--- config.mk ---
export PLATFORM = sky130hd
export DESIGN_NAME = oam_dma_controller
export DESIGN_NICKNAME = d
export VERILOG_FILES = /design/src/rtl/oam_dma_controller.sv
export SDC_FILE = /design/constraint.sdc
export NUM_CORES = 1
export LEC_CHECK = 0
export ABC_AREA = 1
export BUFFER_PORTS_ARGS = -buffer_cell sky130_fd_sc_hd__buf_2
export CAP_MARGIN = 20
export CELL_PAD_IN_SITES_DETAIL_PLACEMENT = 1
export CELL_PAD_IN_SITES_GLOBAL_PLACEMENT = 2
export CORE_MARGIN = 4
export CORE_UTILIZATION = 27
export DETAILED_ROUTE_END_ITERATION = 10
export PLACE_DENSITY_LB_ADDON = 0.1
export SYNTH_ARGS = -nofsm -noshare
export SYNTH_HDL_FRONTEND = slang
export SYNTH_SLANG_ARGS = --single-unit
--- constraint.sdc ---
create_clock -name clk -period 4.3 [get_ports clk]
set_input_delay 0.215 -clock clk [delete_from_list [all_inputs] [get_ports clk]]
set_output_delay 0.215 -clock clk [all_outputs]
set_load 0.02 [all_outputs]
--- src/rtl/oam_dma_controller.sv ---
// rtl/oam_dma_controller.sv - OAM DMA sequencer: FF46-triggered 160-byte copy into OAM, one byte per M-cycle.
// Optional: define OAM_DMA_ECHO_MIRROR_EN to fold E0-FF source pages onto C0-DF.
module oam_dma_controller #(
  parameter int BYTES           = 160,
  parameter int CYCLES_PER_BYTE = 4,
  parameter int START_DELAY     = 1
) (
  input  logic        clk,
  input  logic        reset,
  input  logic [15:0] cpu_addr,
  input  logic [7:0]  cpu_wdata,
  input  logic        cpu_write_en,
  input  logic        cpu_read_en,
  output logic [7:0]  ff46_rdata,
  output logic        dma_active,
  output logic        cpu_block,
  output logic [15:0] src_addr,
  output logic        src_read_req,
  input  logic [7:0]  src_rdata,
  output logic [7:0]  oam_waddr,
  output logic [7:0]  oam_wdata,
  output logic        oam_we
);

  localparam int TW       = $clog2(CYCLES_PER_BYTE);
  localparam int DLY      = START_DELAY * CYCLES_PER_BYTE;
  localparam int DW       = $clog2(DLY + 1);
  localparam logic [TW-1:0] TICK_LAST = TW'(CYCLES_PER_BYTE - 1);
  localparam logic [DW-1:0] DLY_LAST  = DW'(DLY - 1);
  localparam logic [7:0]    IDX_LAST  = 8'(BYTES - 1);

  typedef enum logic [1:0] {IDLE, START, XFER} state_t;

  state_t        state, state_n;
  logic [7:0]    base, base_n;
  logic [7:0]    idx, idx_n;
  logic [TW-1:0] tick, tick_n;
  logic [DW-1:0] dly, dly_n;
  logic [7:0]    byte_q, byte_n;
  logic [7:0]    src_page;
  logic          trigger;

  assign trigger = cpu_write_en && (cpu_addr == 16'hFF46);

`ifdef OAM_DMA_ECHO_MIRROR_EN
  assign src_page = (base >= 8'hE0) ? base - 8'h20 : base;
`else
  assign src_page = base;
`endif

  // FF46 reads always return the page as written, never the mirrored page.
  assign ff46_rdata = (cpu_read_en && cpu_addr == 16'hFF46) ? base : 8'hFF;
  assign dma_active = (state != IDLE);
  assign cpu_block  = (state == XFER);

  always_ff @(posedge clk or posedge reset) begin
    if (reset) begin
      state  <= IDLE;
      base   <= 8'h00;
      idx    <= 8'h00;
      tick   <= '0;
      dly    <= '0;
      byte_q <= 8'h00;
    end else begin
      state  <= state_n;
      base   <= base_n;
      idx    <= idx_n;
      tick   <= tick_n;
      dly    <= dly_n;
      byte_q <= byte_n;
    end
  end

  always_comb begin
    state_n      = state;
    base_n       = base;
    idx_n        = idx;
    tick_n       = tick;
    dly_n        = dly;
    byte_n       = byte_q;
    src_read_req = 1'b0;
    src_addr     = 16'h0000;
    oam_we       = 1'b0;
    oam_waddr    = 8'h00;
    oam_wdata    = 8'h00;

    case (state)
      IDLE: begin
        tick_n = '0;
      end
      START: begin
        tick_n = (tick == TICK_LAST) ? '0 : tick + 1'b1;
        if (dly == DLY_LAST) begin
          state_n = XFER;
          tick_n  = '0;
          idx_n   = 8'h00;
          dly_n   = '0;
        end else begin
          dly_n = dly + 1'b1;
        end
      end
      XFER: begin
        tick_n = (tick == TICK_LAST) ? '0 : tick + 1'b1;
        if (tick == '0) begin
          src_read_req = 1'b1;
          src_addr     = {src_page, idx};
          byte_n       = src_rdata;
        end
        // Write phase: last tick of the M-cycle; idx wraps to 0 rather than passing BYTES-1.
        if (tick == TICK_LAST) begin
          oam_we    = 1'b1;
          oam_waddr = idx;
          oam_wdata = byte_q;
          if (idx == IDX_LAST) begin
            state_n = IDLE;
            idx_n   = 8'h00;
          end else begin
            idx_n = idx + 8'd1;
          end
        end
      end
      default: begin
        state_n = IDLE;
      end
    endcase

    // A trigger restarts from any state and overrides completion.
    if (trigger) begin
      base_n  = cpu_wdata;
      state_n = START;
      tick_n  = '0;
      idx_n   = 8'h00;
      dly_n   = '0;
    end
  end

endmodule

==> metrics, run 1 <==
Net Sw Frac=23.35%; Starting Density=28.34%; Netlist cell types=25; initial antenna violation count=0; DR pass1 iterations=4; Final HPWL DP=4905 um; top-count cell post-synth=nand2_1; Final WS setup=1.650 ns; Final period util=61.64%; Reg power frac=51.8%; area share of the largest cell type after synthesis=37.15%; CTS root buf=clkbuf_8; busiest grt layer=met2; Design Power=566.9 uW; largest net degree at the start of global routing=32; crit path DAT=2.44 ns; total I/O pin count=80; top post-synthesis cells by area=dfrtp_1 37%, nand2_1 17%, nor2_1 11%; max-cap viol count=0; final WL=6118 um; most frequent cells after synthesis=94 x nand2_1, 59 x nor2_1, 57 x inv_1; Crit. End Element=output port; Seq/Total Area, Yosys=37.15%; Synth warnings=0; maximum vdd drop=0.08859 mV; P_int=434.5 uW; R2R Path Start=state[0]$_DFFE_PP0P_; RR Endpoint=byte_q[2]$_DFFE_PP0P_; Comb pwr share=6.7%; Fmax=377.3 MHz; H-tree levels=2; r2r setup slk=2.02 ns; met3 Track Usage GR=3.049%; GR Util met2=24.09%; PD cells=212.9 mW/mm^2; TritonCTS Buffers=5; first-pass GRT wire length=10270 um; Tmin final=2.650 ns; Synth Register Bits=31; static leakage=1.579 nW; Nets=440; synthesized area per cell=6.588 sq um; RSZ-0062 raised after global routing=no; clock skew=0.006850 ns; gr usage total=14.01%; clock transition at the registers of the reported paths=0.07 ns; P&R area growth vs syn=27.50%; Required @ worst endpoint=4.09 ns; Antenna Nets Post-Route=0; Hold Slack=0.02563 ns; Cells after DPL=489; total congestion overflow=0; CTS tree=built; DP Worst Slack=1.887 ns; clock sink count=31; WL/cell=12.33 um; Synth Flop Type=dfrtp_1; vias in the first global route=2192; Setup TNS Final=0 ns; syn_nets=360; fin cells=496; total core area=0.007370 sq mm; CTS Buffer Depth=2; crit path launch type=flop; Synth async-reset ratio=100.0%; Die ar.=0.009205 sq mm; Yosys top cell by area=dfrtp_1; Slew Limit Fails=0; Clock power frac=41.4%; FP Rows=31; CP max FO=17; Syn Inst Count=317; slew at the pin closest to its max-slew limit=0.5947 ns; die height=95.95 um; GR Util met1=17.89%; final hold vios=0; Fillers=986; R2R cell count=5; post-synthesis cell area=0.002088 sq mm; Worst-Skew Late Latency=0.28 ns; Rel. slew slack=60.26%; chip width=95.95 um; Routability Congestion=0.7859; setup violators final=0; Via density=4.369; cts hold-fix bufs=0; drt drc=0; Starting DRT DRC Count=73; number of flops mapped to enable cells by yosys=0; post-CTS sizing=0; port buffer count=79; outcome=finished clean; Worst Hold Class=in -> async; diode count=0; post-CTS setup buffer count=0; share of layout cells above drive strength 1=24.43%; crit path kind=reg -> out; switching power total=132.4 uW; via count=2167
## layout make-up
type / count / area, sq um / share of cell area (%)
Clock buffer: 6 / 82.58 / 3.102
Clock inverter: 1 / 5.005 / 0.1880
Inverter: 58 / 217.7 / 8.177
Multi-Input combinational cell: 220 / 1047 / 39.33
Sequential cell: 31 / 775.7 / 29.14
Tap cell: 99 / 123.9 / 4.652
Timing Repair Buffer: 81 / 410.4 / 15.41
## registers in the layout, indices dropped and copies added (netlist names)
| register | cells |
|---|---|
| byte_q | 8 |
| idx | 8 |
| base | 8 |
| state | 2 |
| tick | 2 |
| dly | 3 |
## stage by stage
step | area (sq um) | utilization (%)
finish | 2663 | 36.13
global route | 2663 | 36.13
CTS | 2663 | 36.13
detailed placement | 2575 | 34.94
global placement | 2575 | 34.94
floorplan | 2088 | -
## metal layers
layer	routed length, um	part of all wire (%)
met1	2829	46
met2	2875	47
met3	367	6.0
met4	46	0.75
met5	0	0
## logic make-up (layout without fill, tap and decap cells)
logic type	Yosys count	count (layout)	synth area share (%)
AND/OR/NAND/NOR	190	190	40.08
buffers and inverters	66	146	12.70
flip-flops	31	31	37.15
AO/OA/AOI/OAI	23	23	5.872
adder cells (fa/ha/maj)	7	7	4.194
## power groups by stage
stage | logic [mW] | clock network [mW] | registers [mW]
2_1_floorplan | 0.0154 | 0 | 0.299
5_1_grt | 0.0450 | 0.255 | 0.294
4_1_cts | 0.0397 | 0.245 | 0.294
3_3_place_gp | 0.0395 | 0 | 0.299
3_5_place_dp | 0.0395 | 0 | 0.299
6_report | 0.0382 | 0.235 | 0.294
## placed cells by master (no fill, tap or decap), types with 4 or more instances in the layout
cell type / count
inv_1: 57
nand2_1: 94
nand4_1: 12
nand3_2: 4
o21ai_0: 20
nor2_1: 59
clkbuf_8: 6
dfrtp_1: 31
buf_2: 79
ha_1: 7
nand3_1: 12
## worst max-delay path by stage
| stage | start | endpoint | slack (ns) | cells past startpoint |
|---|---|---|---|---|
| 4_1_cts | state[0]$_DFFE_PP0P_ | src_read_req | 1.58 | 5 |
| 5_1_grt | state[0]$_DFFE_PP0P_ | src_read_req | 1.35 | 5 |
| 3_5_place_dp | state[0]$_DFFE_PP0P_ | src_read_req | 1.89 | 5 |
| 6_report | state[0]$_DFFE_PP0P_ | src_read_req | 1.65 | 5 |
| 2_1_floorplan | state[0]$_DFFE_PP0P_ | oam_waddr[5] | 2.48 | 6 |
| 3_3_place_gp | state[0]$_DFFE_PP0P_ | src_read_req | 1.97 | 5 |
## critical path: stages (launching register included)
cell and delay, ns:
dfrtp_1 0.37, inv_1 0.07, ha_1 0.35, nand2_1 0.52
clkinv_1 0.53, buf_2 0.31
No activity file was read; power rests on OpenSTA's default activity.
==> run 2: changes to the inputs <==
--- a/config.mk
+++ b/config.mk
@@ -5,7 +5,7 @@
 export SDC_FILE = /design/constraint.sdc
 export NUM_CORES = 1
 export LEC_CHECK = 0
-export ABC_AREA = 1
+export ABC_AREA = 0
 export BUFFER_PORTS_ARGS = -buffer_cell sky130_fd_sc_hd__buf_2
 export CAP_MARGIN = 20
 export CELL_PAD_IN_SITES_DETAIL_PLACEMENT = 1
==> constraint.sdc (replaced) <==
create_clock -name clk -period 2.5 [get_ports clk]
set_input_delay 0.125 -clock clk [delete_from_list [all_inputs] [get_ports clk]]
set_output_delay 0.125 -clock clk [all_outputs]
set_load 0.02 [all_outputs]
==> metrics, run 2 <==
PD cells=404.8 mW/mm^2 (+90%); top-count cell post-synth=and3_1; Setup TNS Final=0 ns (unchanged); drt drc=0 (unchanged); crit path DAT=1.84 ns (-0.60 ns); Syn Inst Count=192 (-39%); Yosys top cell by area=dfrtp_1; H-tree levels=2 (unchanged); crit path launch type=flop; FP Rows=30 (-3.2%); XOR/XNOR Fraction of Synth Area=0% (unchanged); initial antenna violation count=0 (unchanged); Required @ worst endpoint=2.38 ns (-1.71 ns); most frequent cells after synthesis=32 x and3_1, 31 x dfrtp_1, 16 x mux2_2; main combinational cell family by area after synthesis=simple AND/OR/NAND/NOR gates; Final WS setup=0.5374 ns (-1.112 ns); number of flops mapped to enable cells by yosys=0 (unchanged); WL/cell=16.96 um (+38%); Final HPWL DP=4646 um (-5.3%); via count=1757 (-19%); fin cells=353 (-29%); design area=0.002447 sq mm (-8.1%); CTS tree=built; R2R cell count=5 (unchanged); Seq/Total Area, Yosys=41.47% (+4.3 points); Die ar.=0.008324 sq mm (-9.6%); P&R area growth vs syn=30.84%; total I/O pin count=80 (unchanged); Worst Path Buf+Inv=3 (unchanged); mux share of post-synthesis cell area=10.84% (+11 points); Max stage delay cell, worst path=dfrtp_1; Antenna Nets Post-Route=0 (unchanged); Synth async-reset ratio=100.0% (unchanged); Synth warnings=0 (unchanged); RR Endpoint=idx[7]$_DFFE_PP0P_; clock transition at the registers of the reported paths=0.07 ns (about the same); Nets=316 (-28%); Design Power=990.6 uW (+75%); post-CTS setup buffer count=0 (unchanged); synthesized area per cell=9.742 sq um (+48%); fraction of the mapped netlist area in compound gates=8.763% (+2.9 points); die height=91.24 um (-4.9%); WHS Endpoint=base[7]$_DFFE_PP0N_; HP Start=cpu_wdata[7]; Worst-Skew Late Latency=0.28 ns (about the same); Starting Density=27.69% (-0.65 points); critical-path cell list=inv_1 > ha_1 > buf_4 > nand2_1 > nor2_1 > buf_2; final hold vios=0 (unchanged); maximum vdd drop=0.2010 mV (+130%); setup violators final=0 (unchanged); Via density=4.977 (+14%); Crit. End Element=output port; Cells after DPL=345 (-29%); syn_nets=235 (-35%); r2r setup slk=0.67 ns (-1.35 ns); Final period util=78.50%; top post-synthesis cells by area=dfrtp_1 41%, and3_1 11%, mux2_2 9.6%; vias in the first global route=1975 (-9.9%); Netlist cell types=39 (+56%); max-cap viol count=0 (unchanged); outcome=finished clean; biggest regs=base x8, byte_q x8, idx x8; Starting DRT DRC Count=65 (-11%); TritonCTS Buffers=5 (unchanged); total congestion overflow=0 (unchanged); Fillers=816 (-17%); CTS root buf=clkbuf_8; Post-Synth Simple-Gate Area=28.76% (-11 points); R2R Path Start=tick[1]$_DFFE_PP0P_; final WL=5987 um (-2.1%); first-pass GRT wire length=10020 um (-2.5%); CTS Buffer Depth=2 (unchanged); CP max FO=16 (-1); largest net degree at the start of global routing=32 (unchanged); gr usage total=15.07% (+1.1 points); DP Area=0.002350 sq mm (-8.7%); Rel. slew slack=71.90% (+12 points); CP top delay family=buffers and inverters; post-synthesis cell area=0.001871 sq mm (-10%); critical path's largest stage delay=0.40 ns (-0.13 ns); Routability Congestion=0.7398 (-5.9%); Adder-Cell Fraction of Synth Area=4.682% (+0.49 points); Slew Limit Fails=0 (unchanged); DP Worst Slack=0.6746 ns (-1.212 ns); total core area=0.006756 sq mm (-8.3%); port buffer count=79 (unchanged); commonest non-fill, non-tap cell in the layout=buf_2; RSZ-0062 raised after global routing=no; Synth Flop Type=dfrtp_1; area share of the largest cell type after synthesis=41.47% (+4.3 points); Fmax=509.5 MHz; hold depth=2; DR pass1 iterations=4 (unchanged); share of layout cells above drive strength 1=44.32% (+20 points); static leakage=1.369 nW (-13%); diode count=0 (unchanged); slew at the pin closest to its max-slew limit=0.4215 ns (-0.1733 ns); Synth Register Bits=31 (unchanged); crit path kind=reg -> out; chip width=91.24 um (-4.9%); Tmin final=1.963 ns; clock skew=0.008047 ns (+0.001197 ns); clock sink count=31 (unchanged); Worst Hold Class=in -> reg; most frequent cells in the layout=79 x buf_2, 32 x and3_1, 31 x dfrtp_1, 16 x mux2_2
## run 2: cell types whose count changed after synthesis, sizes merged, moves of 11 or more
cell | previous run | this run
a21oi | 0 | 11
inv | 57 | 11
nand2 | 95 | 12
o21ai | 20 | 4
and3 | 0 | 32
nor2 | 61 | 6
nand3 | 17 | 4
mux2 | 0 | 18
## run 2: cell type report
| class | count | area [sq um] | share of cell area (%) |
|---|---|---|---|
| repair buffers | 86 | 450.4 | 18.40 |
| clock inverters | 1 | 5.005 | 0.2045 |
| clock buffers | 6 | 82.58 | 3.374 |
| inverters | 11 | 41.29 | 1.687 |
| multi-input cells | 138 | 992.2 | 40.54 |
| flip-flops and latches | 31 | 775.7 | 31.70 |
| well taps | 80 | 100.1 | 4.090 |
## run 2: worst max-delay path by stage
stage                               from              endpoint  slack, ns  cells past startpoint
floorplan           state[0]$_DFFE_PP0P_    idx[7]$_DFFE_PP0P_       0.78                      6
global route        state[0]$_DFFE_PP0P_           src_addr[6]       0.31                      6
CTS                 state[0]$_DFFE_PP0P_           src_addr[6]       0.49                      6
global placement      idx[1]$_DFFE_PP0P_  state[1]$_DFFE_PP0P_       0.68                      5
detailed placement   tick[1]$_DFFE_PP0P_    idx[7]$_DFFE_PP0P_       0.67                      5
finish              state[0]$_DFFE_PP0P_           src_addr[6]       0.54                      6
## run 2: logic make-up after synthesis
| group | after synthesis |
|---|---|
| flops | 31 |
| fa+ha+maj | 7 |
| simple gates | 87 |
| mux | 18 |
| buf+inv | 23 |
| compound gates | 26 |
## run 2: metal layers
| layer | global-route usage (%) | share of wire (%) | vias to the layer above |
|---|---|---|---|
| li1 | - | - | 849 |
| met5 | 0 | 0 | - |
| met4 | 4.146 | 1.1 | 0 |
| met3 | 3.397 | 4.2 | 6 |
| met1 | 19.45 | 44 | 859 |
| met2 | 25.26 | 50 | 43 |
## run 2: what timing repair did
item,4_1_cts,5_1_grt
gates resized for setup,0,0
endpoints found under the hold margin,31,0
hold buffers,1,0
## run 2: stage by stage
step	hold slack [ns]	utilization (%)
global route	0.05284	36.22
floorplan	0.2285	-
CTS	0.04158	36.22
finish	0.05357	36.22
detailed placement	0.2446	34.78
global placement	0.2413	34.78
## run 2: where the power goes
| group | internal [mW] | switching, mW | leakage, nW |
|---|---|---|---|
| sequential | 0.511 | 0.00667 | 0.363 |
| clock | 0.216 | 0.195 | 0.0470 |
| combinational | 0.0334 | 0.0289 | 0.959 |
| total | 0.760 | 0.231 | 1.37 |
